## src/rtl/btb_pred_if.sv

```systemverilog
// btb_pred_if -- fetch / resolve / redirect bundle between the pipeline and the BTB predictor.
//   master : pipeline side. Drives the fetch slot (f_valid, f_pc) and the resolve-stage
//            outcome (r_is_branch, r_taken, r_target). Receives next_pc, redirect,
//            nop_en and miss_cnt.
//   slave  : predictor side (btb_pred).
interface btb_pred_if #(
  parameter int DATA_W = 16
);
  logic              f_valid;
  logic [DATA_W-1:0] f_pc;
  logic              r_is_branch;
  logic              r_taken;
  logic [DATA_W-1:0] r_target;
  logic [DATA_W-1:0] next_pc;
  logic              redirect;
  logic              nop_en;
  logic [DATA_W-1:0] miss_cnt;

  modport master (
    output f_valid, f_pc, r_is_branch, r_taken, r_target,
    input  next_pc, redirect, nop_en, miss_cnt
  );

  modport slave (
    input  f_valid, f_pc, r_is_branch, r_taken, r_target,
    output next_pc, redirect, nop_en, miss_cnt
  );
endinterface

```

## src/rtl/btb_pred.sv

```systemverilog
// btb_pred -- direct-mapped branch target buffer with 2-bit counters, a resolve
// delay line, mispredict redirect/flush and a saturating mispredict counter.
//   clk    : clock
//   reset  : synchronous, active-high
//   bus    : btb_pred_if.slave
//            f_valid/f_pc                  fetch slot
//            r_is_branch/r_taken/r_target  outcome of the instruction at resolve
//            next_pc   PC to fetch next cycle
//            redirect  mispredict detected this cycle
//            nop_en    kill in-flight wrong-path slots
//            miss_cnt  saturating mispredict count
module btb_pred #(
  parameter int DATA_W  = 16,
  parameter int IDX_W   = 4,
  parameter int TAG_W   = 6,
  parameter int RES_DLY = 2
) (
  input  logic        clk,
  input  logic        reset,
  btb_pred_if.slave   bus
);

  localparam int DEPTH = 1 << IDX_W;
  // Wide enough to hold RES_DLY-1.
  localparam int FL_W  = (RES_DLY > 1) ? $clog2(RES_DLY) : 1;
  localparam logic [DATA_W-1:0] PC_ONE = DATA_W'(1);

  // One in-flight fetch slot: what was predicted, so resolve can judge it.
  typedef struct packed {
    logic              v;
    logic [DATA_W-1:0] pc;
    logic              pt;
    logic [DATA_W-1:0] ptgt;
    logic              hit;
  } stage_t;

  // Table storage.
  logic [DEPTH-1:0]             tv_q,  tv_d;
  logic [DEPTH-1:0][1:0]        ctr_q, ctr_d;
  logic [DEPTH-1:0][TAG_W-1:0]  tag_q, tag_d;
  logic [DEPTH-1:0][DATA_W-1:0] tgt_q, tgt_d;

  stage_t            dl_q [RES_DLY];
  stage_t            dl_d [RES_DLY];
  logic [FL_W-1:0]   flush_q, flush_d;
  logic [DATA_W-1:0] miss_q,  miss_d;

  // Fetch-side lookup.
  logic [IDX_W-1:0]  f_idx;
  logic [TAG_W-1:0]  f_tag;
  logic              f_hit;
  logic              f_pt;
  logic [DATA_W-1:0] f_tgt;

  // Resolve side.
  stage_t            res;
  logic [IDX_W-1:0]  r_idx;
  logic [TAG_W-1:0]  r_tag;
  logic              mispredict;
  logic              nop_en;
  logic [DATA_W-1:0] next_pc;

  assign f_idx = bus.f_pc[IDX_W-1:0];
  assign f_tag = bus.f_pc[IDX_W+TAG_W-1:IDX_W];
  assign f_hit = tv_q[f_idx] && (tag_q[f_idx] == f_tag);
  assign f_pt  = bus.f_valid && f_hit && ctr_q[f_idx][1];
  assign f_tgt = tgt_q[f_idx];

  assign res   = dl_q[RES_DLY-1];
  assign r_idx = res.pc[IDX_W-1:0];
  assign r_tag = res.pc[IDX_W+TAG_W-1:IDX_W];

  // Resolve inputs only count when the oldest slot holds a live fetch.
  always_comb begin
    mispredict = 1'b0;
    if (res.v) begin
      if (bus.r_is_branch)
        mispredict = (bus.r_taken != res.pt) ||
                     (bus.r_taken && res.pt && (bus.r_target != res.ptgt));
      else
        mispredict = res.pt;
    end
  end

  assign nop_en = mispredict || (flush_q != '0);

  always_comb begin
    if (mispredict)
      next_pc = bus.r_taken ? bus.r_target : res.pc + PC_ONE;
    else if (f_pt)
      next_pc = f_tgt;
    else
      next_pc = bus.f_pc + PC_ONE;
  end

  assign bus.next_pc  = next_pc;
  assign bus.redirect = mispredict;
  assign bus.nop_en   = nop_en;
  assign bus.miss_cnt = miss_q;

  // Delay line, flush counter and miss counter.
  // NOTE: every combinational output gets a default at the top of the block so
  // no path leaves it unassigned; otherwise synthesis infers a latch.
  always_comb begin
    dl_d[0] = '{v: bus.f_valid && !nop_en, pc: bus.f_pc, pt: f_pt,
                ptgt: f_tgt, hit: f_hit};
    for (int i = 1; i < RES_DLY; i++) dl_d[i] = dl_q[i-1];
    if (mispredict)
      for (int i = 0; i < RES_DLY; i++) dl_d[i].v = 1'b0;

    flush_d = flush_q;
    if (mispredict)           flush_d = FL_W'(RES_DLY - 1);
    else if (flush_q != '0)   flush_d = flush_q - FL_W'(1);

    miss_d = miss_q;
    if (mispredict && (miss_q != '1)) miss_d = miss_q + PC_ONE;
  end

  // Table update from the resolving slot; written at the closing edge, so a
  // same-cycle lookup still reads the old contents.
  always_comb begin
    tv_d  = tv_q;
    ctr_d = ctr_q;
    tag_d = tag_q;
    tgt_d = tgt_q;
    if (res.v) begin
      if (bus.r_is_branch) begin
        if (res.hit) begin
          if (bus.r_taken) begin
            ctr_d[r_idx] = (ctr_q[r_idx] == 2'b11) ? 2'b11 : ctr_q[r_idx] + 2'd1;
            tgt_d[r_idx] = bus.r_target;
          end else begin
            ctr_d[r_idx] = (ctr_q[r_idx] == 2'b00) ? 2'b00 : ctr_q[r_idx] - 2'd1;
          end
        end else if (bus.r_taken) begin
          tv_d[r_idx]  = 1'b1;
          tag_d[r_idx] = r_tag;
          ctr_d[r_idx] = 2'b10;
          tgt_d[r_idx] = bus.r_target;
        end
      end else if (res.hit) begin
        // Predictor aliased onto a non-branch: drop the entry.
        tv_d[r_idx] = 1'b0;
      end
    end
  end

  // NOTE: sequential state uses non-blocking assignments so every flop samples
  // the pre-edge value of every other flop, regardless of statement order.
  always_ff @(posedge clk) begin
    if (reset) begin
      tv_q    <= '0;
      ctr_q   <= {DEPTH{2'b01}};
      for (int i = 0; i < RES_DLY; i++) dl_q[i] <= '0;
      flush_q <= '0;
      miss_q  <= '0;
    end else begin
      tv_q    <= tv_d;
      ctr_q   <= ctr_d;
      for (int i = 0; i < RES_DLY; i++) dl_q[i] <= dl_d[i];
      flush_q <= flush_d;
      miss_q  <= miss_d;
    end
  end

  // NOTE: tags and targets are plain storage with no reset; the cleared valid
  // bits make their contents unobservable until an entry is allocated.
  always_ff @(posedge clk) begin
    tag_q <= tag_d;
    tgt_q <= tgt_d;
  end

endmodule

```

## src/flat_wrapper.sv

```systemverilog
// flat-port wrapper written by rule: the top's interface ports become plain ports
module btb_pred_flat 
#(
  parameter int DATA_W  = 16,
  parameter int IDX_W   = 4,
  parameter int TAG_W   = 6,
  parameter int RES_DLY = 2
)
  (clk, reset, bus_f_valid, bus_f_pc, bus_r_is_branch, bus_r_taken, bus_r_target, bus_next_pc, bus_redirect, bus_nop_en, bus_miss_cnt);
  btb_pred_if #(.DATA_W(DATA_W)) bus_i ();
  input  logic clk;
  input  logic reset;
  input wire logic [$bits(bus_i.f_valid)-1:0] bus_f_valid;
  input wire logic [$bits(bus_i.f_pc)-1:0] bus_f_pc;
  input wire logic [$bits(bus_i.r_is_branch)-1:0] bus_r_is_branch;
  input wire logic [$bits(bus_i.r_taken)-1:0] bus_r_taken;
  input wire logic [$bits(bus_i.r_target)-1:0] bus_r_target;
  output wire logic [$bits(bus_i.next_pc)-1:0] bus_next_pc;
  output wire logic [$bits(bus_i.redirect)-1:0] bus_redirect;
  output wire logic [$bits(bus_i.nop_en)-1:0] bus_nop_en;
  output wire logic [$bits(bus_i.miss_cnt)-1:0] bus_miss_cnt;
  assign bus_i.f_valid = bus_f_valid;
  assign bus_i.f_pc = bus_f_pc;
  assign bus_i.r_is_branch = bus_r_is_branch;
  assign bus_i.r_taken = bus_r_taken;
  assign bus_i.r_target = bus_r_target;
  assign bus_next_pc = bus_i.next_pc;
  assign bus_redirect = bus_i.redirect;
  assign bus_nop_en = bus_i.nop_en;
  assign bus_miss_cnt = bus_i.miss_cnt;
  btb_pred #(.DATA_W(DATA_W), .IDX_W(IDX_W), .TAG_W(TAG_W), .RES_DLY(RES_DLY)) u_core (.clk(clk), .reset(reset), .bus(bus_i));
endmodule
```

## config.mk

```make
export PLATFORM = sky130hd
export DESIGN_NAME = btb_pred_flat
export DESIGN_NICKNAME = d
export VERILOG_FILES = /design/src/rtl/btb_pred_if.sv /design/src/rtl/btb_pred.sv /design/src/flat_wrapper.sv
export SDC_FILE = /design/constraint.sdc
export NUM_CORES = 1
export LEC_CHECK = 0
export BUFFER_PORTS_ARGS = -buffer_cell sky130_fd_sc_hd__buf_2
export CORE_AREA = 2 2 247 249
export CTS_BUF_LIST = sky130_fd_sc_hd__clkbuf_16
export DETAILED_ROUTE_END_ITERATION = 16
export DIE_AREA = 0 0 249 251
export GPL_TIMING_DRIVEN = 0
export MAX_ROUTING_LAYER = met4
export PLACE_DENSITY = 0.61
export SYNTH_ARGS = -nofsm -noshare
export SYNTH_HDL_FRONTEND = slang
export SYNTH_SLANG_ARGS = --single-unit
```

## constraint.sdc

```tcl
create_clock -name clk -period 3.83 [get_ports clk]
set_input_delay 0.5745 -clock clk [delete_from_list [all_inputs] [get_ports clk]]
set_output_delay 0.5745 -clock clk [all_outputs]
set_load 0.02 [all_outputs]
```

==> results of run 1 <==
-- cells in the final DEF (no fill, tap or decap), types with 16 or more instances in the layout --
master	netlist	final
a211oi_1	27	16
a21oi_1	21	21
a221o_1	16	16
buf_2	15	54
buf_6	6	19
clkbuf_1	62	51
clkbuf_16	0	53
dfxtp_1	135	135
edfxtp_1	352	352
inv_1	36	46
mux2i_1	31	27
mux4_2	112	113
nand2_1	58	58
nand3_1	49	48
nor2_1	88	71
nor2_2	0	16
nor2b_1	69	67
o21ai_0	18	18
xnor2_1	45	44
xor2_1	16	16
-- worst reg2reg max path: stages, from the launching register on --
cell      delay (ns)
dfxtp_1         0.35
clkbuf_1        0.59
mux4_2          0.43
mux4_2          0.52
maj3_1          0.37
and2_1          0.16
clkbuf_1        0.18
clkbuf_1        0.30
a221o_1         0.39
-- flip-flops by register name, summed over array words and instances, names as in the netlist, named ones only --
name	count
u_core.tag_q	96
u_core.tgt_q	256
u_core.flush_q	1
u_core.bus.miss_cnt	16
u_core.ctr_q	32
u_core.dl_q	70
-- through the flow --
step                      setup TNS [ns]  hold WS [ns]
after floorplan                   -0.296         0.414
after global placement            -35.38         0.416
after CTS                          -8.30         0.189
after detailed placement          -23.04         0.422
final                              -8.04         0.211
after global routing               -9.10         0.236
-- path summary, 6_finish.rpt --
check,end,cells after the start
max,bus_next_pc[1],10
min,u_core.dl_q[0][33]$_SDFF_PP0_,2
max reg2reg,u_core.ctr_q[28]$_SDFFE_PP1P_,8
min reg2reg,u_core.dl_q[0][47]$_SDFF_PP0_,1
-- power by group through the flow --
stage                     registers, mW  clock network [mW]  logic, mW
after floorplan                    5.81                   0      0.406
after global placement             5.82                   0      0.645
after detailed placement           5.83                   0      0.655
after CTS                          5.71                5.33      0.712
after global routing               5.72                5.52      0.769
final                              5.71                5.24      0.724
-- metal layers --
layer / track usage [%] / vias to the layer above / share of wire [%]
met5: - / - / 0
met4: 7.46 / 0 / 4.0
met3: 3.48 / 119 / 7.2
met2: 27.7 / 473 / 46
met1: 24.7 / 6341 / 43
li1: - / 5390 / -
-- area by class of cell --
| cell class | count | area [µm²] | share of cell area [%] |
|---|---|---|---|
| diodes | 6 | 15.0 | 0.0611 |
| plain buffers | 93 | 579 | 2.36 |
| clock buffers | 53 | 1330 | 5.40 |
| clock inverters | 45 | 469 | 1.91 |
| inverters | 36 | 135 | 0.550 |
| multi-input cells | 707 | 6880 | 28.0 |
| flip-flops and latches | 487 | 13300 | 54.0 |
| well taps | 782 | 978 | 3.98 |
| repair buffers | 87 | 902 | 3.67 |
-- kinds of logic after synthesis --
family          share of synthesized area, %
flops                                   65.6
mux                                     14.3
simple gates                            9.54
compound gates                          4.57
xor+xnor                                2.64
fa+ha+maj                              0.482
buf+inv                                 2.82
-- repair_timing --
action | 4_1_cts | 5_1_grt
gates resized for setup | 113 | 25
cloned | 1 | 0
endpoints found under the setup margin | 18 | 16
buffers inserted | 6 | 0
pin swaps | 8 | 8
==> impl_metrics.py, run 1 <==
metrics = {
    "run_status": {
        "status": "complete, but fails checks",
        "failed_checks": "setup timing",
    },
    "drt": {
        "routed_wl_um": 56000,
        "avgRoutedWirePerCell_um": 24.4,
        "route.vias.total": 12300,
        "ant_nets": 0,
        "drt_iter0_markers": 1342,
        "drcViolationCount": 0,
        "vias_per_cell": 5.37,
        "first_pass_iters": 5,
    },
    "synthesis": {
        "synth.net_count": 1369,
        "synth_cell_types": 56,
        "yosys_warnings": 0,
        "ys_ff_latch": 487,
        "yosys-top-cells-count": "352 x edfxtp_1, 135 x dfxtp_1, 112 x mux4_2, 88 x nor2_1, 69 x nor2b_1",
        "syn_area_um2": 20200,
        "synth_top_area_share_pct": 52.3,
        "avgSynthCellArea_um2": 15.3,
        "synth_top_flop_cell": "edfxtp_1",
        "synthCells": 1325,
        "synth.largest_area_cell": "edfxtp_1",
        "async_flop_share_pct": 0,
        "yosysMostFrequentCell": "edfxtp_1",
        "ys_seq_area_share_pct": 65.6,
        "synth_edf_count": 352,
        "synthTopCellsByArea": "edfxtp_1 52%, dfxtp_1 13%, mux4_2 12%",
    },
    "cts": {
        "cts_root_buffer": "clkbuf_16",
        "postCtsHoldBufs": 0,
        "cts_max_level": 2,
        "clkTransAtPathRegs_ns": 0.06,
        "clk-insertion-delay-late_ns": 0.62,
        "numCtsBuffers": 52,
        "clock-sinks": 487,
        "cts_buffer_depth": 3,
        "cts_tree": "yes",
    },
    "finish": {
        "drive_gt1_share_pct": 25.3,
        "fin_nets": 1508,
        "utilization_pct": 41.1,
        "syn_to_final_growth_pct": 21.4,
        "design_area_um2": 24600,
        "stdcell_count": 2296,
        "nFillCells": 5406,
    },
    "critical_path": {
        "r2r_slack_ns": 0.41,
        "setup.worst_path.start_class": "register",
        "r2r_start": "u_core.dl_q[0][54]$_SDFF_PP0_",
        "required_ns": 3.26,
        "worst-path-max-fanout": 5,
        "worstSetupStartpoint": "u_core.tag_q[53]$_DFFE_PP_",
        "critPathCaptureType": "primary output",
        "worstPathCellList": "mux4_2 -> mux2i_2 -> nor3_1 -> or4_4 -> or3_4 -> or3_4 -> buf_6 -> buf_4 -> a211o_1 -> buf_6",
        "critical_path_buf_inv_count": 3,
        "cp.arrival_ns": 3.80,
        "slowest_stage": "mux4_2",
        "critical_path.top_delay_family": "simple AND/OR/NAND/NOR gates",
        "crit_type": "reg -> out",
        "crit_path_max_incr_delay_ns": 0.49,
    },
    "sta": {
        "max_freq_mhz": 229,
        "post-route-period-util_pct": 114,
        "setup_viol": 16,
        "slew_headroom_pct": 43.0,
        "tightest_slew_ns": 0.854,
        "fin_crit_ns": 4.37,
        "setup_slack_ns": -0.542,
        "finClkSkew_ns": 0.0441,
        "rsz0062_at_grt": "yes",
        "drv_slew": 0,
        "hold_viol": 0,
    },
    "floorplan": {
        "core_um2": 59800,
        "rows": 90,
        "die_height_um": 251,
        "start_util_pct": 33.8,
        "boundaryPins": 71,
        "fp.dieW_um": 249,
        "die-area_um2": 62500,
    },
    "flow_run": {
        "cap_viol_max_count": 0,
    },
    "power": {
        "p_leak_nw": 8.10,
        "finalPower_mw": 11.7,
        "p_int_mw": 9.10,
        "switchingPower_mw": 2.58,
        "switching_share_pct": 22.1,
        "pwr-share-seq_pct": 48.9,
        "power.density_nw_per_um2": 476,
        "power_frac_comb_pct": 6.2,
        "power_frac_clock_pct": 44.9,
        "ir_worst_vdd_uv": 393,
    },
    "place": {
        "placed_cell_area_um2": 22200,
        "gp_congestion": 0.906,
        "place_hpwl_um": 39100,
        "post-place-ws_ns": -1.56,
        "io_buffers": 64,
        "dp.cells": 2187,
    },
    "global_route": {
        "overflow": 0,
        "grt_use_total_pct": 18.4,
        "grt_pass1_vias": 12200,
        "grt_max_degree": 22,
        "grt_pass1_wl_um": 82200,
        "grt_antenna_before_repair": 4,
    },
    "min_path": {
        "hold_path_class": "in -> reg",
        "hold_start": "bus_f_pc[15]",
    },
}
No activity file was read; power rests on OpenSTA's default activity.
==> run 2: changes to the inputs <==
--- a/config.mk
+++ b/config.mk
@@ -12,7 +12,7 @@
 export DIE_AREA = 0 0 249 251
 export GPL_TIMING_DRIVEN = 0
 export MAX_ROUTING_LAYER = met4
-export PLACE_DENSITY = 0.61
+export PLACE_DENSITY = 0.6
 export SYNTH_ARGS = -nofsm -noshare
 export SYNTH_HDL_FRONTEND = slang
 export SYNTH_SLANG_ARGS = --single-unit
==> constraint.sdc (replaced) <==
create_clock -name clk -period 5.2 [get_ports clk]
set_input_delay 0.78 -clock clk [delete_from_list [all_inputs] [get_ports clk]]
set_output_delay 0.78 -clock clk [all_outputs]
set_load 0.02 [all_outputs]
==> run 2 against run 1 <==
The run now ends clean. Worst setup slack gained 0.63 ns. Via count grew 0.27%. Power shrank 31%. Hold slack gained 0.22 ns. Utilization shrank 1.6 points. Final cell count shrank 0.57%. Largest cell class unchanged. Largest power group unchanged.
==> impl_metrics.py, run 2 (synthesis results as in run 1) <==
metrics = {
    "critical_path": {
        "critical_path.top_delay_family": "simple AND/OR/NAND/NOR gates",
        "critical_path_buf_inv_count": 6,
        "required_ns": 4.42,
        "crit_type": "in -> out",
        "worstReg2RegEnd": "u_core.ctr_q[14]$_SDFFE_PP1P_",
        "critPathCaptureType": "primary output",
        "r2r_start": "u_core.dl_q[0][54]$_SDFF_PP0_",
        "worstPathCellList": "buf_2 -> buf_6 -> mux4_2 -> mux2i_1 -> nor3_1 -> or4_1 -> or3_1 -> buf_2 -> or3_1 -> buf_6 -> buf_6 -> a211oi_2 -> buf_2",
        "worst-path-max-fanout": 10,
        "r2r_slack_ns": 1.84,
        "slowest_stage": "or4_1",
        "cp.arrival_ns": 4.33,
        "setup.worst_path.start_class": "input pin",
        "r2r_cells": 8,
        "crit_path_max_incr_delay_ns": 0.56,
    },
    "global_route": {
        "grt_pass1_wl_um": 82200,
        "grt_pass1_vias": 12400,
        "overflow": 0,
        "grt_max_degree": 22,
        "grt_use_total_pct": 18.3,
        "grt_antenna_before_repair": 2,
    },
    "finish": {
        "mostFrequentLayoutCell": "edfxtp_1",
        "stdcell_count": 2283,
        "largest_reg_flops": 256,
        "syn_to_final_growth_pct": 16.8,
        "largestRegisters": "u_core.tgt_q: 256 flops, u_core.tag_q: 96 flops, u_core.dl_q: 70 flops",
        "drive_gt1_share_pct": 22.9,
        "top_register": "u_core.tgt_q",
        "final_cell_mix": "352 x edfxtp_1, 135 x dfxtp_1, 112 x mux4_2",
        "nFillCells": 5465,
        "fin_nets": 1501,
    },
    "floorplan": {
        "die_height_um": 251,
        "core_um2": 59800,
        "die-area_um2": 62500,
        "boundaryPins": 71,
        "rows": 90,
        "fp.dieW_um": 249,
        "start_util_pct": 33.8,
    },
    "drt": {
        "first_pass_iters": 6,
        "avgRoutedWirePerCell_um": 24.4,
        "route.vias.total": 12400,
        "drt_iter0_markers": 1228,
        "routed_wl_um": 55600,
        "ant_nets": 0,
        "vias_per_cell": 5.41,
        "drcViolationCount": 0,
    },
    "sta": {
        "holdWs_ns": 0.434,
        "finClkSkew_ns": 0.0143,
        "rsz0062_at_grt": "yes",
        "tightest_slew_ns": 1.17,
        "hold_viol": 0,
        "setup_viol": 0,
        "max_freq_mhz": 196,
        "slew_headroom_pct": 22.1,
        "post-route-period-util_pct": 98.3,
        "drv_slew": 0,
        "fin_crit_ns": 5.11,
        "setup_slack_ns": 0.0886,
    },
    "power": {
        "p_leak_nw": 7.73,
        "power.density_nw_per_um2": 342,
        "ir_worst_vdd_uv": 281,
    },
    "cts": {
        "clock-sinks": 487,
        "cts_root_buffer": "clkbuf_16",
        "numCtsBuffers": 50,
        "cts_buffer_depth": 3,
        "clk-insertion-delay-late_ns": 0.60,
        "clkTransAtPathRegs_ns": 0.06,
        "cts_max_level": 2,
        "cts_tree": "yes",
        "postCtsHoldBufs": 0,
    },
    "min_path": {
        "whs_endpoint": "u_core.dl_q[0][42]$_SDFF_PP0_",
        "hold_path_class": "reg -> reg",
        "hold_start": "u_core.dl_q[0][7]$_SDFF_PP0_",
        "holdPathStages": 1,
    },
    "run_status": {
        "status": "completed",
    },
    "place": {
        "io_buffers": 64,
        "place_hpwl_um": 38300,
        "post-place-ws_ns": -0.499,
        "dp.cells": 2185,
        "gp_congestion": 0.942,
    },
    "flow_run": {
        "cap_viol_max_count": 0,
    },
}
==> run 2: routing by layer <==
layer | up-vias | share of wire (%) | track usage (%)
met3 | 112 | 6.7 | 2.98
met5 | - | 0 | -
met2 | 520 | 46 | 28.1
li1 | 5388 | - | -
met4 | 0 | 3.7 | 7.03
met1 | 6336 | 43 | 24.6
==> run 2: per-stage QoR <==
stage | utilization (%) | power (mW) | TNS, ns | instance area (µm²)
after floorplan | - | 4.57 | 0 | 20200
after global placement | 36.0 | 4.75 | -4.96 | 21500
after detailed placement | 36.6 | 4.76 | -5.57 | 21900
after CTS | 39.3 | 8.14 | 0 | 23500
after global routing | 39.5 | 8.33 | -0.0339 | 23600
final | 39.5 | 8.09 | 0 | 23600
==> run 2: worst max path at each step <==
stage | cells past startpoint | endpoint | slack (ns) | startpoint
2_1_floorplan | 11 | bus_next_pc[10] | 0.72 | bus_f_pc[0]
3_3_place_gp | 11 | bus_next_pc[0] | -0.46 | bus_f_pc[3]
3_5_place_dp | 11 | bus_next_pc[0] | -0.50 | bus_f_pc[3]
4_1_cts | 11 | bus_next_pc[5] | 0.02 | bus_r_target[4]
5_1_grt | 13 | bus_next_pc[4] | -0.02 | bus_f_pc[0]
6_report | 13 | bus_next_pc[4] | 0.09 | bus_f_pc[0]
==> run 2: worst register-to-register path, cell delays in order (launching register included) <==
cell and delay, ns:
dfxtp_1 0.35, clkbuf_1 0.55, mux4_2 0.44, mux4_2 0.52, maj3_1 0.37, and2_1 0.16
clkbuf_1 0.18, clkbuf_1 0.29, a221o_1 0.39
==> run 2: area by class of cell <==
cell class | count | area, µm² | area share (%)
flip-flops and latches | 487 | 13300 | 56.2
multi-input cells | 707 | 6550 | 27.7
clock buffers | 53 | 1330 | 5.61
well taps | 782 | 978 | 4.14
repair buffers | 80 | 633 | 2.68
plain buffers | 95 | 498 | 2.11
clock inverters | 41 | 223 | 0.943
inverters | 36 | 135 | 0.572
diodes | 2 | 5.00 | 0.0212
==> run 2: where the power goes <==
part	internal (mW)	switching, mW	leakage (nW)
combinational	0.184	0.299	2.78
sequential	4.19	0.0234	4.11
clock	1.89	1.50	0.840
total	6.26	1.82	7.73
==> run 2: what timing repair did <==
item,CTS,global route
endpoints found under the setup margin,16,15
gates resized for setup,27,24
pin swaps,1,0
setup buffers,2,0
gates cloned,0,0
